File: src/rtl/div_hilo_ctrl.sv
// Purpose: EX-stage controller for DIV/DIVU/MTHI/MTLO; owns architectural HI/LO and drives the iterative divider.
// Latency: MTHI/MTLO visible one edge after EX; a DIV commits HI/LO at the div_end edge and retires one cycle later (DONE).
// Backpressure: ex_stall holds EX from launch until DONE; a flush aborts and blocks launches/moves for ABORT_CYCLES cycles.
module div_hilo_ctrl #(
  parameter int unsigned ABORT_CYCLES = 2
) (
  input  logic        clk,
  input  logic        resetn,
  input  logic        ex_valid,
  input  logic [2:0]  ex_op,
  input  logic [31:0] ex_rs_val,
  input  logic [31:0] ex_rt_val,
  input  logic        ex_flush,
  output logic        ex_stall,
  output logic [31:0] hi,
  output logic [31:0] lo,
  output logic        busy,
  output logic        div_begin,
  output logic        div_unsigned,
  output logic [31:0] div_op1,
  output logic [31:0] div_op2,
  input  logic [63:0] div_product,
  input  logic        div_end
);

  typedef enum logic [1:0] {
    ST_IDLE  = 2'd0,
    ST_BUSY  = 2'd1,
    ST_DONE  = 2'd2,
    ST_ABORT = 2'd3
  } state_e;

  localparam logic [2:0] OP_DIV  = 3'b001;
  localparam logic [2:0] OP_DIVU = 3'b010;
  localparam logic [2:0] OP_MTHI = 3'b011;
  localparam logic [2:0] OP_MTLO = 3'b100;

  // Last counter value spent in ABORT before returning to IDLE.
  localparam logic [1:0] ABORT_LAST = 2'(ABORT_CYCLES - 1);

  state_e      state_q, state_d;
  logic [1:0]  cnt_q, cnt_d;
  logic [31:0] hi_q, hi_d;
  logic [31:0] lo_q, lo_d;
  logic        div_begin_q, div_begin_d;
  logic        div_unsigned_q, div_unsigned_d;
  logic [31:0] div_op1_q, div_op1_d;
  logic [31:0] div_op2_q, div_op2_d;
  logic        busy_q, busy_d;

  logic op_is_div;
  logic op_is_known;
  logic is_div;
  logic is_mthi;
  logic is_mtlo;

  // Instruction decode; encodings above MTLO behave like "none".
  always_comb begin
    op_is_div   = (ex_op == OP_DIV) || (ex_op == OP_DIVU);
    op_is_known = (ex_op >= OP_DIV) && (ex_op <= OP_MTLO);
    is_div      = ex_valid && op_is_div && !ex_flush;
    is_mthi     = ex_valid && (ex_op == OP_MTHI) && !ex_flush;
    is_mtlo     = ex_valid && (ex_op == OP_MTLO) && !ex_flush;
  end

  // Stall is purely combinational from the EX inputs and the current state.
  always_comb begin
    ex_stall = 1'b0;
    unique case (state_q)
      ST_IDLE:  ex_stall = is_div;
      ST_BUSY:  ex_stall = !ex_flush;           // a flush releases the pipe immediately
      ST_DONE:  ex_stall = 1'b0;                // held DIV retires here
      ST_ABORT: ex_stall = ex_valid && op_is_known;
      default:  ex_stall = 1'b0;
    endcase
  end

  // Next-state and register-update logic; flush always wins over div_end.
  always_comb begin
    state_d        = state_q;
    cnt_d          = cnt_q;
    hi_d           = hi_q;
    lo_d           = lo_q;
    div_begin_d    = div_begin_q;
    div_unsigned_d = div_unsigned_q;
    div_op1_d      = div_op1_q;
    div_op2_d      = div_op2_q;

    unique case (state_q)
      ST_IDLE: begin
        cnt_d = 2'd0;
        if (is_div) begin
          div_op1_d      = ex_rs_val;
          div_op2_d      = ex_rt_val;
          div_unsigned_d = (ex_op == OP_DIVU);
          div_begin_d    = 1'b1;
          state_d        = ST_BUSY;
        end else if (is_mthi) begin
          hi_d = ex_rs_val;
        end else if (is_mtlo) begin
          lo_d = ex_rs_val;
        end
      end

      ST_BUSY: begin
        if (ex_flush) begin
          // Drop the request; any completion from here on is stale.
          div_begin_d = 1'b0;
          cnt_d       = 2'd0;
          state_d     = ST_ABORT;
        end else if (div_end) begin
          hi_d        = div_product[63:32];
          lo_d        = div_product[31:0];
          div_begin_d = 1'b0;
          state_d     = ST_DONE;
        end
      end

      ST_DONE: begin
        // ex_op still shows the retiring DIV; do not reissue it.
        div_begin_d = 1'b0;
        state_d     = ST_IDLE;
      end

      ST_ABORT: begin
        div_begin_d = 1'b0;
        if (cnt_q == ABORT_LAST) begin
          cnt_d   = 2'd0;
          state_d = ST_IDLE;
        end else begin
          cnt_d = cnt_q + 2'd1;
        end
      end

      default: begin
        div_begin_d = 1'b0;
        cnt_d       = 2'd0;
        state_d     = ST_IDLE;
      end
    endcase

    busy_d = (state_d != ST_IDLE);
  end

  // State, HI/LO and divider-facing registers.
  always_ff @(posedge clk or negedge resetn) begin
    if (!resetn) begin
      state_q        <= ST_IDLE;
      cnt_q          <= 2'd0;
      hi_q           <= 32'd0;
      lo_q           <= 32'd0;
      div_begin_q    <= 1'b0;
      div_unsigned_q <= 1'b0;
      div_op1_q      <= 32'd0;
      div_op2_q      <= 32'd0;
      busy_q         <= 1'b0;
    end else begin
      state_q        <= state_d;
      cnt_q          <= cnt_d;
      hi_q           <= hi_d;
      lo_q           <= lo_d;
      div_begin_q    <= div_begin_d;
      div_unsigned_q <= div_unsigned_d;
      div_op1_q      <= div_op1_d;
      div_op2_q      <= div_op2_d;
      busy_q         <= busy_d;
    end
  end

  assign hi           = hi_q;
  assign lo           = lo_q;
  assign busy         = busy_q;
  assign div_begin    = div_begin_q;
  assign div_unsigned = div_unsigned_q;
  assign div_op1      = div_op1_q;
  assign div_op2      = div_op2_q;

endmodule

File: config.mk
export PLATFORM = sky130hd
export DESIGN_NAME = div_hilo_ctrl
export DESIGN_NICKNAME = d
export VERILOG_FILES = /design/src/rtl/div_hilo_ctrl.sv
export SDC_FILE = /design/constraint.sdc
export NUM_CORES = 1
export LEC_CHECK = 0
export CAP_MARGIN = 10
export CORE_MARGIN = 10
export CORE_UTILIZATION = 29
export CTS_CLUSTER_SIZE = 24
export DETAILED_ROUTE_END_ITERATION = 6
export SLEW_MARGIN = 15
export SYNTH_ARGS = -nofsm -noshare
export SYNTH_HDL_FRONTEND = slang
export SYNTH_SLANG_ARGS = --single-unit
File: constraint.sdc
create_clock -name clk -period 2.09 [get_ports clk]
set_clock_uncertainty 0.05 [all_clocks]
set_input_delay 0.5225 -clock clk [delete_from_list [all_inputs] [get_ports clk]]
set_output_delay 0.5225 -clock clk [all_outputs]
set_load 0.005 [all_outputs]
# --- Word-level counts from Yosys, hierarchy flattened ---
# Cells that the tools add are included.
word_totals:
  output_inout_bits: 132
  wordCells: 73
  reg_bits: 135
  input_bits: 136
op_classes:
  n_mux: 24
  eq_ne: 17
  add_sub_neg: 1
  n_lt_le_gt_ge: 2
  reduce_logical: 20
ops:
  columns: ["cell", "count"]
  rows:
  - ["32-bit two-way mux", 9]
  - ["32-bit case mux with 2 select lines", 2]
  - ["2-bit != test (second input constant)", 8]
  - ["2-bit two-way mux", 6]
  - ["1-bit logical AND", 8]
  - ["2-bit case mux with 4 select lines", 1]
  - ["3-bit by 2-bit == test with 1-bit output (second input constant)", 2]
  - ["2-bit case mux with 3 select lines", 1]
  - ["2-bit AND reduction", 3]
  - ["6-bit AND reduction", 1]
  - ["5-bit AND reduction", 1]
  - ["2-bit by 1-bit == test with 1-bit output (second input constant)", 2]
  - ["2-bit == test (second input constant)", 2]
  - ["1-bit case mux with 4 select lines", 1]
  - ["2-bit nonzero test", 2]
  - ["3-bit by 1-bit == test with 1-bit output (second input constant)", 1]
  - ["3-bit == test (second input constant)", 1]
  - ["3-bit by 1-bit >= comparator with 1-bit output (second input constant)", 1]
  - ["3-bit less-or-equal comparator (second input constant)", 1]
  - ["1-bit two-way mux", 3]
  - ["3-bit != test (second input constant)", 1]
  - ["1-bit case mux with 3 select lines", 1]
  - ["3-bit nonzero test", 1]
  - ["2-bit by 1-bit adder with 2-bit output (second input constant)", 1]
  - ["4 further kinds", 4]

# --- Logic depth before layout (Yosys ltp) ---
# Gate-level depths: netlist of the first run.
depth:
  word_depth: 7
  depth_mapped: 6
  depth_no_buf: 3

# --- Worst setup path after synthesis of the first run ---
# Ideal clock, no wire load.
synth_path:
  kind: "input-to-reg"
  from: "in ex_flush"
  to: "reg lo_q[10], in the netlist lo[10]"
  required_time_ps: 1915
  arrival_time_ps: 2003
  setup_slack_ps: -88
  setup_ps: 125
  path_stages: 4
  n_path_buf: 1
  cell_sequence: "or4b_4 > o41ai_4 > buf_6 > mux2_2"
synth_between:
  elab_chain_len: 4
  word_cells_on_any_way: 9
  cone_classes: "eq/ne (4); reduce/logical (5)"
synth_rtl:
  columns: ["element", "line_no", "source"]
  rows:
  - ["start: declaration", "13", "input logic ex_flush,"]
  - ["1-bit logical NOT", "61, 62, 63", null]
  - ["1-bit logical AND, on equally long branches", "63, 61, 62", null]
  - ["2-bit != test (no source line)", null, null]
  - ["6-bit AND reduction (no source line) *", null, null]
  - ["end signal: assignment", "161", "lo_q <= lo_d;"]
  - ["end: declaration", "44", "logic [31:0] lo_q, lo_d;"]
# Every way passes the cells marked *; elsewhere a longest branch is shown, timed or not.
# A chain may end at the register's enable or synchronous reset.

# --- Worst setup path in the final report of the first run ---
layout_path:
  from: "in ex_flush"
  to: "reg lo_q[9], in the netlist lo[9]"
# Same word-level chain as after synthesis.

==> results_dict.tcl, run 1 <==
set metrics [dict create \
    dr.pass1.iters 4 \
    yosys.cell_types.count 32 \
    multi_input_area_mm2 0.00294 \
    failed_checks "setup timing" \
    synth_nets 521 \
    overflow 0 \
    syn_inst 385 \
    category_of_the_most_critical_setup_path "in2reg" \
    drt_iter0_markers 214 \
    instances_no_fill 984 \
    initial_utilization_pct 29.5 \
    post-synth-top-area-fraction_pct 56.5 \
    crit_buf_inv 4 \
    clk_buf_depth 2 \
    clock-sinks 135 \
    cts_clock_pin_slew_for_the_worst_setup_and_hold_paths_ps 60 \
    cts_buffers 17 \
    htree_levels 4 \
    vias_in_the_first_global_route 5219 \
    vdd.ir_drop.worst_mv 0.568 \
    postPlaceCellArea_mm2 0.00923 \
    power_density_mw_per_mm2 1340 \
    detailroute.via_count 4521 \
    rsz0062_at_grt "yes" \
    cp-start-kind "primary input" \
    dp_hpwl_mm 15.0 \
    synth_area_per_cell_um2 15.5 \
    row_count 52 \
    cts.root.buffer_cell "sky130_fd_sc_hd__clkbuf_16" \
    io-pin-count 268 \
    most-common-layout-cells "sky130_fd_sc_hd__clkdlybuf4s50_1 (260), sky130_fd_sc_hd__dfrtp_1 (135), sky130_fd_sc_hd__mux2_4 (125)" \
    cts_tree "done" \
    grt_antenna_before_repair 0 \
    register_area_mm2 0.00338 \
    final_period_minus_worst_setup_slack_ps 2230 \
    final_area_mm2 0.0107 \
    holdWs_ps 457 \
    final_common_cell "sky130_fd_sc_hd__clkdlybuf4s50_1" \
    areaGrowthSynthToFinish_pct 79.4 \
    clock.fmax_ghz 0.448 \
    worst_slew_margin_relative_to_its_limit_pct 79.5 \
    drive_above_1_share_pct 40.3 \
    routabilityCongestion 0.828 \
    timing_worst_slew_pin_value_ps 307 \
    worstPathCellList "dlygate4sd2_1, or4b_4, buf_6, o41ai_4, buf_4, clkbuf_16, mux2_4" \
    fill_cells 1663 \
    setup.worst_path.end_class "register" \
    post-route-worst-setup-slack_ps -140 \
    hold_path.class "reg2reg" \
    die-height_um 164 \
    place_worst_setup_slack_ps -721 \
    count_of_buffers_inserted_at_the_top_level_ports 267 \
    dp_cells 924 \
    ant_nets 0 \
    critical-path-slowest-cell "sky130_fd_sc_hd__or4b_4" \
    die_width_um 164 \
    status "finished with violations" \
    grt_usage_pct 16.2 \
    timing.critical_path.max_delay_family "buffers and inverters" \
    slew_violations 0 \
    drt_drc_violations_left 0 \
    core-area_mm2 0.0202 \
    detail_route.vias_per_cell 4.59 \
    antenna_cells 0 \
    crit_arrival_ps 2480 \
    final_net_count 837 \
    wire_length_of_the_first_global_routing_pass_mm 32.9 \
    synth_warnings 0 \
    power_mw 14.4 \
    clk_latency_ps 410 \
    fin_crit_sh_pct 107 \
    crit_required_ps 2340 \
    leakagePower_nw 4.58 \
    setup_violations 128 \
    synth.cell_area_mm2 0.00597 \
    synth-seq-area-share_pct 56.5 \
    slowest_delay_ps 580 \
    route.detailed.wl_per_inst_um 23.2 \
    timing.max_cap.violations 0 \
    synth-seq-cells 135 \
    yosys.area.top_type "sky130_fd_sc_hd__dfrtp_1" \
    synth.top_cells.by_area "sky130_fd_sc_hd__dfrtp_1 (57%), sky130_fd_sc_hd__mux2_2 (35%), sky130_fd_sc_hd__buf_6 (1.3%)" \
    finalHoldViolCount 0 \
    dieArea_mm2 0.0267 \
    routed_wire_length_mm 22.9 \
    maximum_number_of_pins_on_one_net_before_global_route_repair 54 \
    critical_path_peak_fanout 7 \
]
## report_power, final
part / total [mW] / internal (mW) / switching (mW)
clock: 3.16 / 1.90 / 1.25
combinational: 6.61 / 4.64 / 1.97
sequential: 4.64 / 3.90 / 0.735
total: 14.4 / 10.4 / 3.96
## kinds of logic after synthesis
| group | Yosys count | synth area share (%) |
|---|---|---|
| and+or+nand+nor | 17 | 1.84 |
| muxes | 192 | 36.2 |
| xor gates and xnor gates | 3 | 0.440 |
| AOI/OAI and AO/OA | 13 | 2.20 |
| DFF | 135 | 56.5 |
| buffers and inverters | 25 | 2.79 |
## routing by layer
layer	track usage (%)	share of wire [%]
met5	0	0
met4	4.96	1.4
met2	28.5	53
met3	4.63	5.5
met1	18.7	40
## sequential cells by signal, summed over array words and instances, names as in the netlist
register,count
div_op1,32
div_op2,32
hi,32
lo,32
cnt_q,2
state_q,2
busy,1
div_begin,1
div_unsigned,1
## through the flow
stage | utilization [%] | setup TNS, ps
after floorplan | - | -6450
after global placement | 45.6 | -81290
after CTS | 51.6 | -8370
after detailed placement | 45.6 | -86870
after global routing | 53.0 | -14640
final | 53.0 | -12750
## cells in the mapped netlist, drive strengths merged
master / instances
or4b: 1
buf: 15
o22ai: 2
and3: 1
nand2: 3
nor3: 1
or2: 1
nand3: 2
o21ai: 2
a22oi: 1
inv: 4
or4bb: 1
a211o: 2
o22a: 1
o221a: 1
nand2b: 1
nor2b: 2
o31a: 1
o31ai: 1
nor3b: 2
dfrtp: 135
clkbuf: 6
xor2: 1
xnor2: 2
nor2: 2
mux2: 192
a31oi: 1
o41ai: 1
## worst reg2reg max path: cells and delay by family (launching register included)
kind	cells	cell delay (ps)
DFF	1	380
AOI/OAI and AO/OA	1	250
buffers and inverters	3	540
muxes	1	310
and+or+nand+nor	1	560
## final timing paths
check | start | to | slack [ps] | depth (start not counted)
setup / recovery | ex_flush | lo[9] | -140 | 7
hold / removal | hi[19] | hi[19] | 460 | 1
setup reg to reg | state_q[0] | lo[9] | -110 | 6
hold reg to reg | hi[19] | hi[19] | 460 | 1
max in group asynchronous | resetn | lo[18] | 930 | 3
min in group asynchronous | resetn | lo[12] | 480 | 2
## layout make-up
class / count / share of cell area, %
timing repair buffer: 318 / 32.1
sequential: 135 / 31.5
multi-input combinational: 225 / 27.4
clock buffer: 17 / 3.97
tap: 270 / 3.15
clock inverter: 15 / 1.77
inverter: 4 / 0.140
## what timing repair did
action / in CTS / in global routing
cloned: 11 / 5
gates resized for setup: 67 / 81
buffers inserted: 15 / 2
endpoints found under the hold margin: 20 / 0
pin swaps: 4 / 5
hold buffers: 1 / 0
endpoints found under the setup margin: 129 / 131
Power figures use the tool's default switching activity.
==> run 2, diff against run 1 <==
--- a/config.mk
+++ b/config.mk
@@ -6,10 +6,11 @@
 export NUM_CORES = 1
 export LEC_CHECK = 0
 export CAP_MARGIN = 10
-export CORE_MARGIN = 10
+export CORE_MARGIN = 3
 export CORE_UTILIZATION = 29
-export CTS_CLUSTER_SIZE = 24
+export CTS_CLUSTER_SIZE = 40
 export DETAILED_ROUTE_END_ITERATION = 6
+export REMOVE_ABC_BUFFERS = 1
 export SLEW_MARGIN = 15
 export SYNTH_ARGS = -nofsm -noshare
 export SYNTH_HDL_FRONTEND = slang
==> results_dict.tcl, run 2 (synthesized netlist as in run 1, its figures left out) <==
set metrics [dict create \
    status "finished with violations" \
    failed_checks "setup timing" \
    share_seq_of_total_power_pct 32.8 \
    power.share.clock_pct 21.8 \
    crit_required_ps 2330 \
    antenna_cells 0 \
    ant_nets 0 \
    post-route-worst-setup-slack_ps -169 \
    drt_drc_violations_left 0 \
    route.detailed.wl_per_inst_um 21.4 \
    hold_path.class "in2async" \
    dr.pass1.iters 4 \
    power_density_mw_per_mm2 1330 \
    wire_length_of_the_first_global_routing_pass_mm 30.5 \
    cts_buffers 17 \
    fin_crit_sh_pct 108 \
    summed_negative_setup_slack_over_all_endpoints_ps -12590 \
    final_area_mm2 0.0106 \
    most-common-layout-cells "sky130_fd_sc_hd__clkdlybuf4s50_1 (260), sky130_fd_sc_hd__dfrtp_1 (135), sky130_fd_sc_hd__mux2_4 (113)" \
    timing.critical_path.max_delay_family "buffers and inverters" \
    clk_latency_ps 410 \
    areaGrowthSynthToFinish_pct 78.2 \
    drt_iter0_markers 97 \
    final_common_cell "sky130_fd_sc_hd__clkdlybuf4s50_1" \
    drive_above_1_share_pct 39.9 \
    category_of_the_most_critical_setup_path "in2reg" \
    switchingPower_mw 3.75 \
    dieArea_mm2 0.0224 \
    overflow 0 \
    routed_wire_length_mm 20.9 \
    worst_slew_margin_relative_to_its_limit_pct 65.0 \
    power.internal_mw 10.4 \
    dp_cells 918 \
    postPlaceCellArea_mm2 0.00911 \
    critical-path-slowest-cell "sky130_fd_sc_hd__or4b_4" \
    timing.max_cap.violations 0 \
    finalHoldViolCount 0 \
    dp_hpwl_mm 12.5 \
    detailroute.via_count 4522 \
    slew_violations 0 \
    instances_no_fill 976 \
    initial_utilization_pct 30.1 \
    crit_arrival_ps 2500 \
    vias_in_the_first_global_route 5158 \
    cp-start-kind "primary input" \
    crit_buf_inv 5 \
    holdWs_ps 18.8 \
    share_of_power_burned_in_combinational_logic_pct 45.4 \
    power_mw 14.1 \
    final_period_minus_worst_setup_slack_ps 2260 \
    cts.root.buffer_cell "sky130_fd_sc_hd__clkbuf_16" \
    row_count 51 \
    die-height_um 150 \
    io-pin-count 268 \
    routabilityCongestion 0.754 \
    htree_levels 4 \
    rsz0062_at_grt "yes" \
    cts_clock_pin_slew_for_the_worst_setup_and_hold_paths_ps 60 \
    detail_route.vias_per_cell 4.63 \
    grt_usage_pct 18.0 \
    setup.worst_path.end_class "register" \
    swShare_pct 26.5 \
    vdd.ir_drop.worst_mv 0.587 \
    die_width_um 150 \
    leakagePower_nw 4.53 \
    slowest_delay_ps 560 \
    clock.fmax_ghz 0.443 \
    worstPathCellList "dlygate4sd2_1, or4b_4, buf_6, buf_6, o31ai_4, buf_6, clkbuf_16, mux2_4" \
    critical_path_peak_fanout 8 \
    clk_buf_depth 2 \
    post-route-util_pct 53.6 \
    place_worst_setup_slack_ps -674 \
    setup_violations 126 \
    crit_path_frequent_cell "sky130_fd_sc_hd__buf_6" \
    final_net_count 834 \
    maximum_number_of_pins_on_one_net_before_global_route_repair 51 \
    grt_antenna_before_repair 0 \
    clock-sinks 135 \
    core-area_mm2 0.0198 \
    cts_tree "done" \
    count_of_buffers_inserted_at_the_top_level_ports 267 \
    timing_worst_slew_pin_value_ps 524 \
]
## run 2: changes by cell type in the layout (fill, tap and decap cells not counted), sizes merged
cell          previous run  this run
dlygate4sd3              1         0
clkinvlp                 1         3
buf                     47        46
clkinv                   6         5
dlymetal6s2s             0         1
dlygate4sd2              3         4
inv                      9         5
## run 2: power groups by stage
stage / clock network [mW] / logic [mW] / registers [mW]
after detailed placement: 0 / 5.51 / 4.60
after CTS: 3.16 / 6.43 / 4.62
after global placement: 0 / 5.43 / 4.55
final: 3.08 / 6.42 / 4.63
after floorplan: 0 / 2.13 / 4.67
after global routing: 3.27 / 6.78 / 4.79
## run 2: worst paths after layout
kind	start	to	slack, ps	depth (start not counted)
min	resetn	div_op2[30]	20	1
max reg2reg	state_q[0]	hi[31]	-150	7
min reg2reg	lo[12]	lo[12]	450	1
max in group asynchronous	resetn	div_op1[28]	1370	2
min in group clk	lo[12]	lo[12]	450	1
max	ex_flush	hi[31]	-170	8
## run 2: per-layer routing
| metal | track usage, % | share of wire (%) | vias to the layer above |
|---|---|---|---|
| met5 | 0 | 0 | - |
| met2 | 29.9 | 49 | 156 |
| met1 | 22.3 | 42 | 2309 |
| met4 | 6.73 | 2.4 | 0 |
| met3 | 5.33 | 6.4 | 29 |
| li1 | - | - | 2028 |
## run 2: layout make-up
class | instances | area [um2]
sequential | 135 | 3380
timing repair buffer | 315 | 3430
clock buffer | 20 | 457
fill | 1635 | 9200
multi-input combinational | 225 | 2890
tap | 265 | 332
clock inverter | 12 | 150
inverter | 4 | 15.0
## run 2: repair_timing
item	4_1_cts	5_1_grt
pin swaps	5	2
cloned	10	3
resized for setup	132	13
setup buffers	17	0
endpoints found under the hold margin	0	0
hold buffers	0	0
endpoints found under the setup margin	129	131
==> run 3, diff against run 2 <==
--- a/config.mk
+++ b/config.mk
@@ -11,7 +11,7 @@
 export CTS_CLUSTER_SIZE = 40
 export DETAILED_ROUTE_END_ITERATION = 6
 export REMOVE_ABC_BUFFERS = 1
-export SLEW_MARGIN = 15
+export SLEW_MARGIN = 20
 export SYNTH_ARGS = -nofsm -noshare
 export SYNTH_HDL_FRONTEND = slang
 export SYNTH_SLANG_ARGS = --single-unit
==> results of run 3 <==
No change in the layout: final DEF, timing and power equal those of run 2.
